<file path="src/rtl/mem_bus_arbiter_if.sv">
// Signal bundle between the arbiter, the pipeline-side requesters and the shared memory bus.
// The master modport is the arbiter's view; slave is the requesters/memory side.
interface mem_bus_arbiter_if;
   logic        if_req;
   logic [31:0] if_addr;
   logic [31:0] if_rdata;

   logic        mem_rd;
   logic        mem_wr;
   logic [31:0] mem_addr;
   logic [31:0] mem_wdata;
   logic [3:0]  mem_be;
   logic [31:0] mem_rdata;

   logic        bus_req;
   logic        bus_we;
   logic [31:0] bus_addr;
   logic [31:0] bus_wdata;
   logic [3:0]  bus_be;
   logic        bus_ack;
   logic [31:0] bus_rdata;
   logic        bus_err;

   logic        pc_we;
   logic        ifid_we;
   logic        ifid_clr;
   logic        idex_we;
   logic        exmem_we;
   logic        memwb_clr;

   modport master (
      input  if_req, if_addr, mem_rd, mem_wr, mem_addr, mem_wdata, mem_be, bus_ack, bus_rdata,
      output if_rdata, mem_rdata, bus_req, bus_we, bus_addr, bus_wdata, bus_be, bus_err,
      output pc_we, ifid_we, ifid_clr, idex_we, exmem_we, memwb_clr
   );

   modport slave (
      output if_req, if_addr, mem_rd, mem_wr, mem_addr, mem_wdata, mem_be, bus_ack, bus_rdata,
      input  if_rdata, mem_rdata, bus_req, bus_we, bus_addr, bus_wdata, bus_be, bus_err,
      input  pc_we, ifid_we, ifid_clr, idex_we, exmem_we, memwb_clr
   );
endinterface

</file>
<file path="src/rtl/mem_bus_arbiter.sv">
// Arbitrates instruction fetch and data access onto one single-port memory bus and derives
// the pipeline stall/flush controls. Data accesses win over fetches; accesses are never preempted.
module mem_bus_arbiter (
   input  logic               clk,
   input  logic               rst,
   mem_bus_arbiter_if.master  port
);

   typedef enum logic [1:0] {
      StIdle    = 2'd0,
      StIfBusy  = 2'd1,
      StMemBusy = 2'd2
   } stateT;

   stateT       stateQ, stateD;
   logic [7:0]  cntQ, cntD;
   logic        busReqQ, busReqD;
   logic        busWeQ, busWeD;
   logic [31:0] busAddrQ, busAddrD;
   logic [31:0] busWdataQ, busWdataD;
   logic [3:0]  busBeQ, busBeD;
   logic [31:0] ifBufQ, ifBufD;
   logic        ifHoldQ, ifHoldD;
   logic        busErrQ, busErrD;

   logic        busy;
   logic        done;
   logic        timeout;
   logic        memDone;
   logic        ifDone;
   logic        memReq;
   logic        memStall;
   logic        ifStall;
   logic [31:0] ackData;

   logic        pcWe;
   logic        ifidWe;
   logic        ifidClr;
   logic        idexWe;
   logic        exmemWe;
   logic        memwbClr;

   // An access completes on ack, or is forced complete once the wait counter saturates.
   always_comb begin
      busy     = (stateQ != StIdle);
      timeout  = busy & ~port.bus_ack & (cntQ == 8'hFF);
      done     = busy & (port.bus_ack | (cntQ == 8'hFF));
      ackData  = port.bus_ack ? port.bus_rdata : 32'h0;
      memDone  = (stateQ == StMemBusy) & done;
      ifDone   = (stateQ == StIfBusy) & done;
      memReq   = port.mem_rd | port.mem_wr;
      memStall = memReq & ~memDone;
      ifStall  = port.if_req & ~ifHoldQ & ~ifDone;
   end

   always_comb begin
      pcWe     = 1'b1;
      ifidWe   = 1'b1;
      ifidClr  = 1'b0;
      idexWe   = 1'b1;
      exmemWe  = 1'b1;
      memwbClr = 1'b0;
      if (!rst) begin
         pcWe     = 1'b0;
         ifidWe   = 1'b0;
         ifidClr  = 1'b1;
         idexWe   = 1'b0;
         exmemWe  = 1'b0;
         memwbClr = 1'b1;
      end else if (memStall) begin
         pcWe     = 1'b0;
         ifidWe   = 1'b0;
         idexWe   = 1'b0;
         exmemWe  = 1'b0;
         memwbClr = 1'b1;
      end else if (ifStall) begin
         pcWe    = 1'b0;
         ifidClr = 1'b1;
      end
   end

   always_comb begin
      stateD    = stateQ;
      cntD      = cntQ;
      busReqD   = busReqQ;
      busWeD    = busWeQ;
      busAddrD  = busAddrQ;
      busWdataD = busWdataQ;
      busBeD    = busBeQ;
      ifBufD    = ifBufQ;
      ifHoldD   = ifHoldQ;
      busErrD   = timeout;

      unique case (stateQ)
         StIdle: begin
            if (memReq) begin
               stateD    = StMemBusy;
               cntD      = 8'h0;
               busReqD   = 1'b1;
               busWeD    = port.mem_wr;
               busAddrD  = port.mem_addr;
               busWdataD = port.mem_wdata;
               busBeD    = port.mem_be;
            end else if (port.if_req && !ifHoldQ) begin
               stateD    = StIfBusy;
               cntD      = 8'h0;
               busReqD   = 1'b1;
               busWeD    = 1'b0;
               busAddrD  = port.if_addr;
               busWdataD = 32'h0;
               busBeD    = 4'hF;
            end
         end
         StIfBusy, StMemBusy: begin
            if (done) begin
               stateD    = StIdle;
               busReqD   = 1'b0;
               busWeD    = 1'b0;
               busAddrD  = 32'h0;
               busWdataD = 32'h0;
               busBeD    = 4'h0;
            end else begin
               cntD = cntQ + 8'd1;
            end
         end
         default: stateD = StIdle;
      endcase

      // A fetched word stays held until IF/ID actually loads it without a data stall.
      if (ifDone) begin
         ifBufD  = ackData;
         ifHoldD = ~(ifidWe & ~memStall);
      end else if (ifidWe && !memStall) begin
         ifHoldD = 1'b0;
      end
   end

   always_ff @(posedge clk) begin
      if (!rst) begin
         stateQ    <= StIdle;
         cntQ      <= 8'h0;
         busReqQ   <= 1'b0;
         busWeQ    <= 1'b0;
         busAddrQ  <= 32'h0;
         busWdataQ <= 32'h0;
         busBeQ    <= 4'h0;
         ifBufQ    <= 32'h0;
         ifHoldQ   <= 1'b0;
         busErrQ   <= 1'b0;
      end else begin
         stateQ    <= stateD;
         cntQ      <= cntD;
         busReqQ   <= busReqD;
         busWeQ    <= busWeD;
         busAddrQ  <= busAddrD;
         busWdataQ <= busWdataD;
         busBeQ    <= busBeD;
         ifBufQ    <= ifBufD;
         ifHoldQ   <= ifHoldD;
         busErrQ   <= busErrD;
      end
   end

   assign port.bus_req   = busReqQ;
   assign port.bus_we    = busWeQ;
   assign port.bus_addr  = busAddrQ;
   assign port.bus_wdata = busWdataQ;
   assign port.bus_be    = busBeQ;
   assign port.bus_err   = busErrQ;
   assign port.mem_rdata = memDone ? ackData : 32'h0;
   assign port.if_rdata  = ifDone ? ackData : ifBufQ;
   assign port.pc_we     = pcWe;
   assign port.ifid_we   = ifidWe;
   assign port.ifid_clr  = ifidClr;
   assign port.idex_we   = idexWe;
   assign port.exmem_we  = exmemWe;
   assign port.memwb_clr = memwbClr;

endmodule

</file>
<file path="src/flat_wrapper.sv">
// flat-port wrapper written by rule: the top's interface ports become plain ports
module mem_bus_arbiter_flat 
  (clk, rst, port_if_req, port_if_addr, port_mem_rd, port_mem_wr, port_mem_addr, port_mem_wdata, port_mem_be, port_bus_ack, port_bus_rdata, port_if_rdata, port_mem_rdata, port_bus_req, port_bus_we, port_bus_addr, port_bus_wdata, port_bus_be, port_bus_err, port_pc_we, port_ifid_we, port_ifid_clr, port_idex_we, port_exmem_we, port_memwb_clr);
  mem_bus_arbiter_if port_i ();
  input  logic clk;
  input  logic rst;
  input wire logic [$bits(port_i.if_req)-1:0] port_if_req;
  input wire logic [$bits(port_i.if_addr)-1:0] port_if_addr;
  input wire logic [$bits(port_i.mem_rd)-1:0] port_mem_rd;
  input wire logic [$bits(port_i.mem_wr)-1:0] port_mem_wr;
  input wire logic [$bits(port_i.mem_addr)-1:0] port_mem_addr;
  input wire logic [$bits(port_i.mem_wdata)-1:0] port_mem_wdata;
  input wire logic [$bits(port_i.mem_be)-1:0] port_mem_be;
  input wire logic [$bits(port_i.bus_ack)-1:0] port_bus_ack;
  input wire logic [$bits(port_i.bus_rdata)-1:0] port_bus_rdata;
  output wire logic [$bits(port_i.if_rdata)-1:0] port_if_rdata;
  output wire logic [$bits(port_i.mem_rdata)-1:0] port_mem_rdata;
  output wire logic [$bits(port_i.bus_req)-1:0] port_bus_req;
  output wire logic [$bits(port_i.bus_we)-1:0] port_bus_we;
  output wire logic [$bits(port_i.bus_addr)-1:0] port_bus_addr;
  output wire logic [$bits(port_i.bus_wdata)-1:0] port_bus_wdata;
  output wire logic [$bits(port_i.bus_be)-1:0] port_bus_be;
  output wire logic [$bits(port_i.bus_err)-1:0] port_bus_err;
  output wire logic [$bits(port_i.pc_we)-1:0] port_pc_we;
  output wire logic [$bits(port_i.ifid_we)-1:0] port_ifid_we;
  output wire logic [$bits(port_i.ifid_clr)-1:0] port_ifid_clr;
  output wire logic [$bits(port_i.idex_we)-1:0] port_idex_we;
  output wire logic [$bits(port_i.exmem_we)-1:0] port_exmem_we;
  output wire logic [$bits(port_i.memwb_clr)-1:0] port_memwb_clr;
  assign port_i.if_req = port_if_req;
  assign port_i.if_addr = port_if_addr;
  assign port_i.mem_rd = port_mem_rd;
  assign port_i.mem_wr = port_mem_wr;
  assign port_i.mem_addr = port_mem_addr;
  assign port_i.mem_wdata = port_mem_wdata;
  assign port_i.mem_be = port_mem_be;
  assign port_i.bus_ack = port_bus_ack;
  assign port_i.bus_rdata = port_bus_rdata;
  assign port_if_rdata = port_i.if_rdata;
  assign port_mem_rdata = port_i.mem_rdata;
  assign port_bus_req = port_i.bus_req;
  assign port_bus_we = port_i.bus_we;
  assign port_bus_addr = port_i.bus_addr;
  assign port_bus_wdata = port_i.bus_wdata;
  assign port_bus_be = port_i.bus_be;
  assign port_bus_err = port_i.bus_err;
  assign port_pc_we = port_i.pc_we;
  assign port_ifid_we = port_i.ifid_we;
  assign port_ifid_clr = port_i.ifid_clr;
  assign port_idex_we = port_i.idex_we;
  assign port_exmem_we = port_i.exmem_we;
  assign port_memwb_clr = port_i.memwb_clr;
  mem_bus_arbiter u_core (.clk(clk), .rst(rst), .port(port_i));
endmodule
</file>
<file path="config.mk">
export PLATFORM = sky130hd
export DESIGN_NAME = mem_bus_arbiter_flat
export DESIGN_NICKNAME = d
export VERILOG_FILES = /design/src/rtl/mem_bus_arbiter_if.sv /design/src/rtl/mem_bus_arbiter.sv /design/src/flat_wrapper.sv
export SDC_FILE = /design/constraint.sdc
export NUM_CORES = 1
export LEC_CHECK = 0
export ABC_AREA = 1
export BUFFER_PORTS_ARGS = -buffer_cell sky130_fd_sc_hd__buf_2
export CELL_PAD_IN_SITES_DETAIL_PLACEMENT = 1
export CELL_PAD_IN_SITES_GLOBAL_PLACEMENT = 1
export CORE_MARGIN = 1.5
export CORE_UTILIZATION = 33
export DETAILED_ROUTE_END_ITERATION = 6
export GPL_TIMING_DRIVEN = 0
export PLACE_DENSITY = 0.84
export SLEW_MARGIN = 20
export SYNTH_ARGS = -nofsm -noshare
export SYNTH_HDL_FRONTEND = slang
export SYNTH_SLANG_ARGS = --single-unit
</file>
<file path="constraint.sdc">
create_clock -name clk -period 2.66 [get_ports clk]
set_input_delay 0.266 -clock clk [delete_from_list [all_inputs] [get_ports clk]]
set_output_delay 0.266 -clock clk [all_outputs]
set_load 0.1 [all_outputs]
</file>
==> Word level (Yosys, flattened, before mapping) <==
Cells that the tools add are included.
{ "totals": {"rom_bits": 0, "out_inout_bits": 141, "latchBits": 0, "in_bits": 138, "reg_bits": 114, "n_memories": 0, "mem_bits_rw": 0} }
{ "op_classes": {"n_eq_ne": 6, "mux": 41, "n_lt_le_gt_ge": 0, "bitwise": 17, "n_div": 0, "add_sub_neg": 1, "n_mul": 0, "shifts": 0, "n_reduce_logical": 12} }
{ "ops": {"columns": ["op", "n"], "rows": [
  ["32-bit two-way mux", 8],
  ["32-bit one-hot mux with 2 select lines", 2],
  ["8-bit two-way mux", 3],
  ["1-bit two-way mux", 17],
  ["8-bit one-hot mux with 2 select lines", 1],
  ["4-bit two-way mux", 3],
  ["1-bit bitwise AND", 9],
  ["8-bit by 1-bit adder with 8-bit output (second input constant)", 1],
  ["8-bit == test (second input constant)", 1],
  ["4-bit one-hot mux with 2 select lines", 1],
  ["2-bit two-way mux", 3],
  ["1-bit NOT", 6],
  ["3-bit AND reduction", 2],
  ["2-bit nonzero test", 3],
  ["1-bit one-hot mux with 2 select lines", 2],
  ["2-bit one-hot mux with 2 select lines", 1],
  ["3-bit by 1-bit != test with 1-bit output (second input constant)", 1],
  ["2-bit by 1-bit == test with 1-bit output (second input constant)", 1],
  ["2-bit == test (second input constant)", 1],
  ["1-bit logical AND", 2],
  ["1-bit logical NOT", 2],
  ["2-bit logical NOT", 1],
  ["2-bit by 1-bit != test with 1-bit output (second input constant)", 1],
  ["2-bit != test (second input constant)", 1],
  ["3 further kinds", 4]
]} }

==> Logic depth before layout (Yosys ltp) <==
Gate-level depths: netlist (run 1).
{ "logic_depth": {"word_depth": 11, "depth_mapped": 11, "depth_no_buf": 10} }

==> Worst setup path after synthesis (run 1) <==
Ideal clock, no wire load.
{ "synth_path": {"kind": "register to output", "from": "register u_core.cntQ[0]", "to": "output port_pc_we", "n_path_buf": 0, "t_required_ns": 2.394, "t_arrival_ns": 3.309, "stages_incl_launch_ff": 10, "setup_slack_ns": -0.915, "path_cell_list": "dfxtp_1 > ha_1 > nand2_2 > nor2_4 > nand2_2 > nand2_4 > nand2_4 > o21ai_2 > nand2_1 > nor2_1"} }
{ "synth_between": {"elab_chain_cells": 9, "word_cells_on_any_way": 12} }
{ "synth_lines": {"columns": ["element", "line", "source"], "rows": [
  ["from (decl)", "mem_bus_arbiter.sv:16", "logic [7:0] cntQ, cntD;"],
  ["from (signal assigned)", "mem_bus_arbiter.sv:152", "cntQ <= cntD;"],
  ["8-bit == test (*)", "mem_bus_arbiter.sv:47", "done = busy & (port.bus_ack | (cntQ == 8'hFF));"],
  ["1-bit bitwise OR (*)", "mem_bus_arbiter.sv:47", null],
  ["1-bit bitwise AND (*)", "mem_bus_arbiter.sv:47", null],
  ["1-bit bitwise AND", "mem_bus_arbiter.sv:50", "ifDone = (stateQ == StIfBusy) & done;"],
  ["1-bit NOT", "mem_bus_arbiter.sv:53", "ifStall = port.if_req & ~ifHoldQ & ~ifDone;"],
  ["1-bit bitwise AND", "mem_bus_arbiter.sv:53", null],
  ["1-bit two-way mux", "mem_bus_arbiter.sv:76", "end else if (ifStall) begin"],
  ["1-bit two-way mux (*)", "mem_bus_arbiter.sv:70", "end else if (memStall) begin"],
  ["1-bit two-way mux (*)", "mem_bus_arbiter.sv:63", "if (!rst) begin"],
  ["to (decl)", "flat_wrapper.sv:24", "output wire logic [$bits(port_i.pc_we)-1:0] port_pc_we;"]
]} }
Mark *: on every way between the ends. The rest lies on a longest branch, timed or not.

==> Final worst setup path (run 1) <==
{ "layout_path": {"from": "register u_core.cntQ[0]", "to": "output port_mem_rdata[21]"} }
{ "layout_between": {"elab_chain_cells": 5} }
{ "layout_lines": {"columns": ["element", "line", "source"], "rows": [
  ["8-bit == test", "mem_bus_arbiter.sv:47", null],
  ["1-bit bitwise OR", "mem_bus_arbiter.sv:47", null],
  ["1-bit bitwise AND", "mem_bus_arbiter.sv:47", null],
  ["1-bit bitwise AND", "mem_bus_arbiter.sv:49", "memDone = (stateQ == StMemBusy) & done;"],
  ["32-bit two-way mux", "mem_bus_arbiter.sv:170", "assign port.mem_rdata = memDone ? ackData : 32'h0;"],
  ["to (decl)", "flat_wrapper.sv:17", "output wire logic [$bits(port_i.mem_rdata)-1:0] port_mem_rdata;"]
]} }
Every way passes these cells.

==> metrics.yaml, run 1 <==
synth:
  synth_mux_area_share_pct: 0
  yosysTopAreaCellShare_pct: 40.3
  synth_area_leader_cell: "dfxtp_1"
  synth_fp_nets: 1022
  synth_area_leaders: "dfxtp_1 (40%), nand2_1 (23%), inv_1 (7.5%)"
  synth_top_family_by_area: "simple AND/OR/NAND/NOR gates"
  synth_area_per_cell_sq_um: 6.44
  synth-seq-cells: 114
  yosysWarnings: 0
  yosysSeqAreaShare_pct: 40.3
  synthSimpleGateAreaFrac_pct: 37.1
  synthAdderAreaFrac_pct: 1.10
  ys_types: 25
  synth-xor-area-share_pct: 0.309
  synth_compound_area_share_pct: 7.67
  syn_inst: 879
  synth_area_sq_um: 5660
critical_path:
  cp-end-kind: "output pin"
  crit_slowest_cell: "dfxtp_2"
  arrival_ns: 2.31
  cp_cell_sequence: "ha_4 -> nand2_2 -> nor2_4 -> nand2_2 -> nand2_4 -> nand2_4 -> nor2_4 -> buf_6 -> nand3_1 -> inv_1 -> buf_8"
  crit_path_max_fanout: 10
  crit_required_ns: 2.39
  crit_type: "reg -> out"
  worstSetupStartpointType: "flop"
  critPathMaxStageDelay_ns: 0.39
  reg2regPathDepth: 10
pwr:
  finalPower_uw: 11600
  ir_drop_uv: 670
  power_density_nw_per_um2: 1390
  leakage_uw: 0.00465
timing:
  fin_crit_ns: 2.57
  drv_slew: 0
  setup_viol: 0
  tightest_slew_ns: 0.734
  slew_headroom_pct: 51.1
  timing.final.crit_share_pct: 96.7
  skew_ns: 0.00696
  whs_ns: 0.0950
  layout_setup_ws_ns: 0.0886
  hold_violations: 0
  max_freq_mhz: 389
grt:
  grt_pass1_vias: 6679
  globalRouteTotalUtil_pct: 23.2
  antenna_found_initial: 1
  grt_max_degree: 17
  grt_pass1_wl_um: 33000
  grt-ovfl-total: 0
route:
  drt_iter0_markers: 173
  via_per_inst: 4.67
  routedWlPerCell_um: 14.9
  vias: 6599
  wl_um: 21000
  ant_nets: 0
  first_pass_iters: 4
  drc_errors: 0
placed_design:
  io_buffers: 278
  dp.cells: 1377
  dp_slack_ns: 0.157
  placedInstanceArea_sq_um: 7340
  dpl.hpwl_um: 15900
  gp_congestion: 0.835
cells_and_area:
  layout-drive-gt1-share_pct: 31.3
  nets: 1321
  fill_cells: 2285
  stdcell_count: 1412
  mostFrequentLayoutCells: "nand2_1 (347), buf_2 (224), dfxtp_1 (112), inv_1 (111)"
  mostFrequentLayoutCell: "nand2_1"
  syn_to_final_growth_pct: 46.8
  final_cell_area_sq_um: 8310
clock_network:
  cts_sinks: 114
  clkSlewWorstSetupHoldPaths_ns: 0.06
  clk-insertion-delay-late_ns: 0.42
  cts-buffers-inserted: 17
  htreeDepth: 4
  clk_path_buf_depth: 2
  hold_buffers: 0
  cts_tree: "built"
  root_buffer: "clkbuf_16"
worst_hold_path:
  hold_path_class: "in -> reg"
  hold_path_depth: 3
outcome:
  status: "finished clean"
die:
  die_area_sq_um: 18000
  die_h_um: 134
  chipWidth_um: 134
  io_pins: 279
  core_sq_um: 16700
  start_util_pct: 33.9
  fp-row-count: 47
run:
  cap_violations: 0
## state kept, by name, indices dropped and copies added (netlist names)
register	cells
u_core.cntQ	8
u_core.ifBufQ	32
u_core.ifHoldQ	1
u_core.port.bus_addr	32
u_core.port.bus_be	4
u_core.port.bus_err	1
u_core.port.bus_req	1
u_core.port.bus_wdata	32
u_core.port.bus_we	1
u_core.stateQ	2
## cell usage after synthesis
cell type and instances:
nand2_4 4, nor2_2 3, buf_2 8, inv_1 113, nor2_4 2, nor3_2 1, clkbuf_1 27, nand4_1 5
clkinv_1 1, nor3_1 2, nand2_1 348, nand3_1 79, nor2_1 42, xor2_1 2, dfxtp_1 114, nand3_4 1
o211ai_1 4, buf_4 8, buf_6 10, a21oi_1 79, inv_2 3, o21ai_2 1, nand2_2 14, buf_1 3
ha_1 5
## metal layers
metal / wire (um) / vias to the layer above / track usage [%]
met4: 377 / 0 / 8.57
met2: 10700 / 211 / 41.6
li1: - / 3282 / -
met5: 0 / - / 0
met3: 1600 / 27 / 6.95
met1: 8380 / 3079 / 25.8
## stage by stage
step	utilization (%)	TNS, ns
final	49.8	0
after global routing	49.8	-0.0810
after CTS	49.2	0
after detailed placement	44.0	0
after global placement	44.0	0
after floorplan	-	0
## timing repair
action                                  in CTS  in global routing
endpoints found under the setup margin      67                 65
buffers inserted                             1                  1
resized for setup                           79                 39
pin swaps                                    2                  1
## critical path, delay by kind of cell (launching register included)
family | cells | cell delay (ns)
AND/OR/NAND/NOR | 7 | 0.82
adder cells (fa/ha/maj) | 1 | 0.18
buffers and inverters | 3 | 0.49
flip-flops | 1 | 0.39
## kinds of logic after synthesis
family,count (synthesis)
simple gates,501
compound gates,84
xor+xnor,2
fa+ha+maj,5
buf+inv,173
flops,114
## path summary, 6_finish.rpt
| check | start | endpoint | slack [ns] |
|---|---|---|---|
| max | u_core.cntQ[0] | port_mem_rdata[21] | 0.09 |
| min | port_mem_wdata[9] | u_core.port.bus_wdata[9] | 0.09 |
| max reg2reg | u_core.stateQ[1] | u_core.port.bus_wdata[11] | 0.66 |
| min reg2reg | u_core.port.bus_wdata[9] | u_core.port.bus_wdata[9] | 0.46 |
## power breakdown
group	switching, uW	internal [uW]	leakage [uW]
clock network	819	1570	0.000301
logic	5460	1360	0.00341
registers	226	2130	0.000934
## area by class of cell
class / count / area (sq um) / area share [%]
clock inverter: 13 / 186 / 2.24
multi-input combinational: 592 / 2650 / 31.9
sequential: 114 / 2280 / 27.5
buffer: 56 / 325 / 3.91
inverter: 117 / 443 / 5.33
timing repair buffer: 280 / 1710 / 20.6
antenna: 1 / 2.50 / 0.0301
tap: 220 / 275 / 3.31
clock buffer: 19 / 433 / 5.21
Note: power is estimated with default switching activity, not from simulation.
==> inputs of run 2 (changes only) <==
--- a/config.mk
+++ b/config.mk
@@ -5,7 +5,6 @@
 export SDC_FILE = /design/constraint.sdc
 export NUM_CORES = 1
 export LEC_CHECK = 0
-export ABC_AREA = 1
 export BUFFER_PORTS_ARGS = -buffer_cell sky130_fd_sc_hd__buf_2
 export CELL_PAD_IN_SITES_DETAIL_PLACEMENT = 1
 export CELL_PAD_IN_SITES_GLOBAL_PLACEMENT = 1
@@ -13,7 +12,7 @@
 export CORE_UTILIZATION = 33
 export DETAILED_ROUTE_END_ITERATION = 6
 export GPL_TIMING_DRIVEN = 0
-export PLACE_DENSITY = 0.84
+export PLACE_DENSITY = 0.82
 export SLEW_MARGIN = 20
 export SYNTH_ARGS = -nofsm -noshare
 export SYNTH_HDL_FRONTEND = slang
==> run 2 against run 1 <==
Net effect: via count is 11% lower; clock power is 5% higher; non-clock buffer count is 11 higher; final cell count is 25% lower; the run now ends with negative setup slack left; critical path depth is 3 lower; design area is 6.8% higher; largest cell class unchanged.
==> metrics.yaml, run 2 <==
critical_path:
  critPathMaxStageDelay_ns: 0.38
  cp-end-kind: "output pin"
  path_delay_family: "buffers and inverters"
  crit_slowest_cell: "dfxtp_2"
  worstSetupStartpointType: "flop"
  path_buf_inv: 3
  crit_type: "reg -> out"
  arrival_ns: 2.52
  cp_cell_sequence: "ha_2 -> nand4b_1 -> buf_6 -> o21ai_4 -> nand2_4 -> buf_2 -> nor2_1 -> buf_4"
  crit_path_max_fanout: 10
  crit_required_ns: 2.39
synth:
  yosysWarnings: 0
  ys.flop_type: "dfxtp_1"
  synth_fp_nets: 687
  synth_area_leader_cell: "dfxtp_1"
  ys_types: 44
  syn_inst: 544
  synthArstFlopShare_pct: 0
  yosysSeqAreaShare_pct: 46.5
  synth_area_leaders: "dfxtp_1 (47%), mux2i_1 (7.1%), o2bb2ai_1 (6.4%)"
  synth_area_per_cell_sq_um: 9.02
  synth-seq-cells: 114
  synth_most_common_cell: "dfxtp_1"
  synth_edf_count: 0
  synth_area_sq_um: 4910
  yosysTopAreaCellShare_pct: 46.5
  synthTopCellsByCount: "dfxtp_1 (114), nand2_1 (68), nor2_1 (40), a21oi_1 (39), o21ai_0 (37)"
placed_design:
  dpl.hpwl_um: 13200
  gp_congestion: 0.788
  dp.cells: 1005
  io_buffers: 277
  dp_slack_ns: -0.216
grt:
  grt_pass1_vias: 5947
  antenna_found_initial: 0
  globalRouteTotalUtil_pct: 25.1
  grt-ovfl-total: 0
  grt_pass1_wl_um: 31200
  grt_max_degree: 17
timing:
  layout_setup_ws_ns: -0.127
  fin_crit_ns: 2.79
  max_freq_mhz: 359
  skew_ns: 0.00861
  rsz0062_at_grt: "true"
  tightest_slew_ns: 1.02
  whs_ns: 0.0531
  hold_violations: 0
  slew_headroom_pct: 32.2
  timing.final.crit_share_pct: 105
  drv_slew: 0
  setup_viol: 66
die:
  die_h_um: 125
  die_area_sq_um: 15600
  io_pins: 279
  fp-row-count: 44
  chipWidth_um: 125
  start_util_pct: 33.8
  core_sq_um: 14500
pwr:
  leakage_uw: 0.00395
  power_density_nw_per_um2: 1170
  power.internal_uw: 4890
  pwr-share-comb_pct: 53.6
  ir_drop_uv: 875
  power_frac_seq_pct: 22.4
  p_switching_uw: 5530
  swShare_pct: 53.1
  clkPwrFrac_pct: 24.0
route:
  ant_nets: 0
  routedWlPerCell_um: 23.3
  drc_errors: 0
  wl_um: 24700
  drt_iter0_markers: 243
  vias: 5882
  via_per_inst: 5.56
  first_pass_iters: 4
cells_and_area:
  layout-drive-gt1-share_pct: 54.8
  mostFrequentLayoutCell: "buf_2"
  diodes: 0
  nets: 1004
  syn_to_final_growth_pct: 81.0
  stdcell_count: 1058
  mostFrequentLayoutCells: "buf_2 (224), dfxtp_1 (110), a21oi_1 (38), nor2_1 (37), o2bb2ai_1 (36)"
clock_network:
  root_buffer: "clkbuf_16"
  hold_buffers: 0
  clkSlewWorstSetupHoldPaths_ns: 0.06
  cts_sinks: 114
  htreeDepth: 4
  clk_path_buf_depth: 2
  cts-buffers-inserted: 17
  cts_tree: "built"
  clk-insertion-delay-late_ns: 0.42
run:
  cap_violations: 0
outcome:
  violations: "negative setup slack"
  status: "finished with violations"
worst_hold_path:
  hold_path_class: "in -> reg"
==> run 2: metal layers <==
| metal | vias up | global-route usage [%] | routed length, um |
|---|---|---|---|
| met5 | - | 0 | 0 |
| met4 | 0 | 9.16 | 1510 |
| met3 | 107 | 6.33 | 1660 |
| met2 | 336 | 47.1 | 13000 |
| met1 | 2833 | 27.1 | 8580 |
| li1 | 2606 | - | - |
==> run 2: area by class of cell <==
cell class / instances / area (sq um)
Tap cell: 184 / 230
Timing Repair Buffer: 297 / 2280
Multi-Input combinational cell: 376 / 3110
Sequential cell: 114 / 2290
Fill cell: 1629 / 5650
Clock buffer: 19 / 453
Buffer: 50 / 327
Clock inverter: 13 / 183
Inverter: 5 / 18.8
==> run 2: worst paths after layout <==
check        cells past startpoint           startpoint                        end  slack, ns
max reg2reg                      8       u_core.cntQ[1]  u_core.port.bus_wdata[21]       0.39
min reg2reg                      1  u_core.port.bus_req        u_core.port.bus_req       0.46
min                              2   port_mem_wdata[27]  u_core.port.bus_wdata[27]       0.05
max                              8       u_core.cntQ[1]         port_mem_rdata[16]      -0.13
==> run 2: power by group through the flow <==
stage               registers, uW  clock network, uW  logic, uW
global route                 2370               2600       5770
detailed placement           2340                  0       4890
global placement             2340                  0       4840
finish                       2330               2500       5580
floorplan                    4920                  0       1350
CTS                          2320               2480       5160
==> run 2: what timing repair did <==
item / CTS / global route
pin swaps: 3 / 32
buffers inserted: 7 / 8
resized for setup: 303 / 115
endpoints found under the setup margin: 70 / 70
cloned: 1 / 5
==> run 2: through the flow <==
stage	utilization, %	setup TNS [ns]	power (uW)	cell area [sq um]
floorplan	-	-11.78	6270	4950
global placement	45.2	-2.26	7180	6570
detailed placement	45.2	-3.12	7230	6570
CTS	56.6	-0.454	9960	8230
global route	61.1	-8.11	10700	8880
finish	61.1	-4.40	10400	8880
==> run 2: cell families after synthesis <==
kind of cell / count (synthesis) / share of synthesized area [%]
flops: 114 / 46.5
compound gates: 162 / 22.9
fa+ha+maj: 5 / 1.27
buf+inv: 55 / 5.35
simple gates: 173 / 16.9
mux: 35 / 7.14
==> inputs of run 3 (changes only) <==
--- a/config.mk
+++ b/config.mk
@@ -6,13 +6,15 @@
 export NUM_CORES = 1
 export LEC_CHECK = 0
 export BUFFER_PORTS_ARGS = -buffer_cell sky130_fd_sc_hd__buf_2
+export CAP_MARGIN = 20
 export CELL_PAD_IN_SITES_DETAIL_PLACEMENT = 1
 export CELL_PAD_IN_SITES_GLOBAL_PLACEMENT = 1
 export CORE_MARGIN = 1.5
-export CORE_UTILIZATION = 33
+export CORE_UTILIZATION = 34
+export CTS_BUF_LIST = sky130_fd_sc_hd__clkbuf_4
 export DETAILED_ROUTE_END_ITERATION = 6
 export GPL_TIMING_DRIVEN = 0
-export PLACE_DENSITY = 0.82
+export PLACE_DENSITY = 0.85
 export SLEW_MARGIN = 20
 export SYNTH_ARGS = -nofsm -noshare
 export SYNTH_HDL_FRONTEND = slang
==> run 3 against run 2 <==
Net effect: the run ends with negative hold slack, negative setup slack left; via count grew 25%; global-route usage up 13 points; maximum frequency decreased by 4.8%; count of clock-buffer cells in the layout is 2 lower; sequential share of layout area fell by 3.1 points; worst setup slack got worse by 0.14 ns; first-iteration DRC count grew 150%; clock skew increased by 0.037 ns; critical path type unchanged; highest routed layer is now met5.
==> metrics.yaml, run 3 (synthesis gave the netlist of run 2 again) <==
outcome:
  status: "finished with violations"
  violations: "negative hold slack, negative setup slack"
cells_and_area:
  nets: 1089
  stdcell_count: 1152
  final_cell_area_sq_um: 10100
  mostFrequentLayoutCell: "buf_2"
  mostFrequentLayoutCells: "buf_2 (221), dfxtp_1 (108), dlygate4sd3_1 (83), buf_12 (71), a21oi_1 (38)"
  syn_to_final_growth_pct: 106
  layout-drive-gt1-share_pct: 53.4
run:
  cap_violations: 0
placed_design:
  placedInstanceArea_sq_um: 6560
  dpl.hpwl_um: 14000
  gp_congestion: 0.863
  dp.cells: 1001
  io_buffers: 277
critical_path:
  worstSetupStartpointType: "flop"
  cp_cell_sequence: "inv_2 -> ha_4 -> nand4b_1 -> buf_4 -> o21ai_4 -> buf_6 -> a21oi_4 -> nor2_4 -> buf_8 -> buf_12"
  crit_path_max_fanout: 4
  cp-end-kind: "output pin"
  arrival_ns: 2.66
  crit_slowest_cell: "dfxtp_2"
  crit_type: "reg -> out"
  critPathMaxStageDelay_ns: 0.37
  crit_required_ns: 2.39
die:
  io_pins: 279
  chipWidth_um: 123
  die_area_sq_um: 15200
  start_util_pct: 35.1
  die_h_um: 123
  core_sq_um: 14000
  fp-row-count: 43
pwr:
  leakage_uw: 0.00429
  ir_drop_uv: 958
  power_density_nw_per_um2: 1020
  power_frac_seq_pct: 24.1
  clkPwrFrac_pct: 15.2
  pwr-share-comb_pct: 60.7
  power.internal_uw: 4050
  finalPower_uw: 10300
  p_switching_uw: 6240
  swShare_pct: 60.6
clock_network:
  cts_tree: "built"
  cts_sinks: 114
  clk-insertion-delay-late_ns: 0.61
  clk_path_buf_depth: 2
  clkSlewWorstSetupHoldPaths_ns: 0.16
  root_buffer: "clkbuf_4"
  htreeDepth: 4
  cts-buffers-inserted: 17
timing:
  tightest_slew_ns: 0.944
  fin_crit_ns: 2.93
  whs_ns: -0.0274
  slew_headroom_pct: 37.1
  layout_setup_ws_ns: -0.268
  setup_viol: 70
  timing.final.crit_share_pct: 110
  skew_ns: 0.0452
  rsz0062_at_grt: "true"
  max_freq_mhz: 342
  drv_slew: 0
  hold_violations: 1
route:
  ant_nets: 0
  wl_um: 39300
  drt_iter0_markers: 605
  first_pass_iters: 7
  vias: 7347
  routedWlPerCell_um: 34.2
  via_per_inst: 6.38
  drc_errors: 0
grt:
  grt_max_degree: 17
  grt_pass1_vias: 7286
  antenna_found_initial: 12
  grt-ovfl-total: 0
  grt_pass1_wl_um: 43400
  globalRouteTotalUtil_pct: 38.5
worst_hold_path:
  hold_path_class: "in -> reg"
-- run 3: cell type report --
class                           instances  area [sq um]
Fill cell                            1429          3880
Timing Repair Buffer                  383          3500
Multi-Input combinational cell        375          3360
Sequential cell                       114          2290
Buffer                                 50           373
Tap cell                              180           225
Clock inverter                         15           174
Clock buffer                           17           128
Antenna cell                           13          32.5
Inverter                                5          18.8
-- run 3: routing by layer --
| metal | part of all wire [%] | vias up | global-route usage [%] |
|---|---|---|---|
| met3 | 11 | 355 | 10.2 |
| met2 | 47 | 775 | 72.1 |
| met1 | 31 | 3422 | 38.1 |
| li1 | - | 2791 | - |
| met5 | 0.058 | - | 0 |
| met4 | 11 | 4 | 22.3 |
-- run 3: critical path: cells and delay by family (launching register included) --
family | cells | cell delay [ns]
buf+inv | 5 | 0.73
simple gates | 2 | 0.52
flops | 1 | 0.37
compound gates | 2 | 0.30
fa+ha+maj | 1 | 0.17
-- run 3: path summary, 6_finish.rpt --
path                      startpoint                   endpoint  slack (ns)  depth (start not counted)
max                 u_core.stateQ[0]               port_ifid_we       -0.27                         10
min                port_mem_addr[17]   u_core.port.bus_addr[17]       -0.03                          3
max reg2reg           u_core.cntQ[0]  u_core.port.bus_wdata[13]        0.03                          9
min reg2reg  u_core.port.bus_addr[9]    u_core.port.bus_addr[9]        0.49                          1
-- run 3: what timing repair did --
| item | CTS | global route |
|---|---|---|
| hold endpoints to repair | 62 | 0 |
| pin swaps | 25 | 21 |
| endpoints found under the setup margin | 70 | 70 |
| hold buffers | 83 | 0 |
| gates cloned | 4 | 3 |
| gates resized for setup | 476 | 117 |
| buffers inserted | 10 | 6 |
-- run 3: metrics by stage --
step	TNS (ns)	setup WS [ns]	utilization, %
3_5_place_dp	-4.06	-0.277	46.9
3_3_place_gp	-1.73	-0.220	46.9
2_1_floorplan	-11.78	-0.381	-
5_1_grt	-12.75	-0.308	72.2
6_report	-11.71	-0.268	72.2
4_1_cts	-7.14	-0.160	67.8
-- run 3: power groups by stage --
stage / clock (uW) / sequential (uW) / combinational, uW
after CTS: 1420 / 2320 / 5480
after global routing: 1600 / 2470 / 6300
after floorplan: 0 / 4920 / 1350
after global placement: 0 / 2330 / 4820
final: 1570 / 2480 / 6240
after detailed placement: 0 / 2340 / 4860
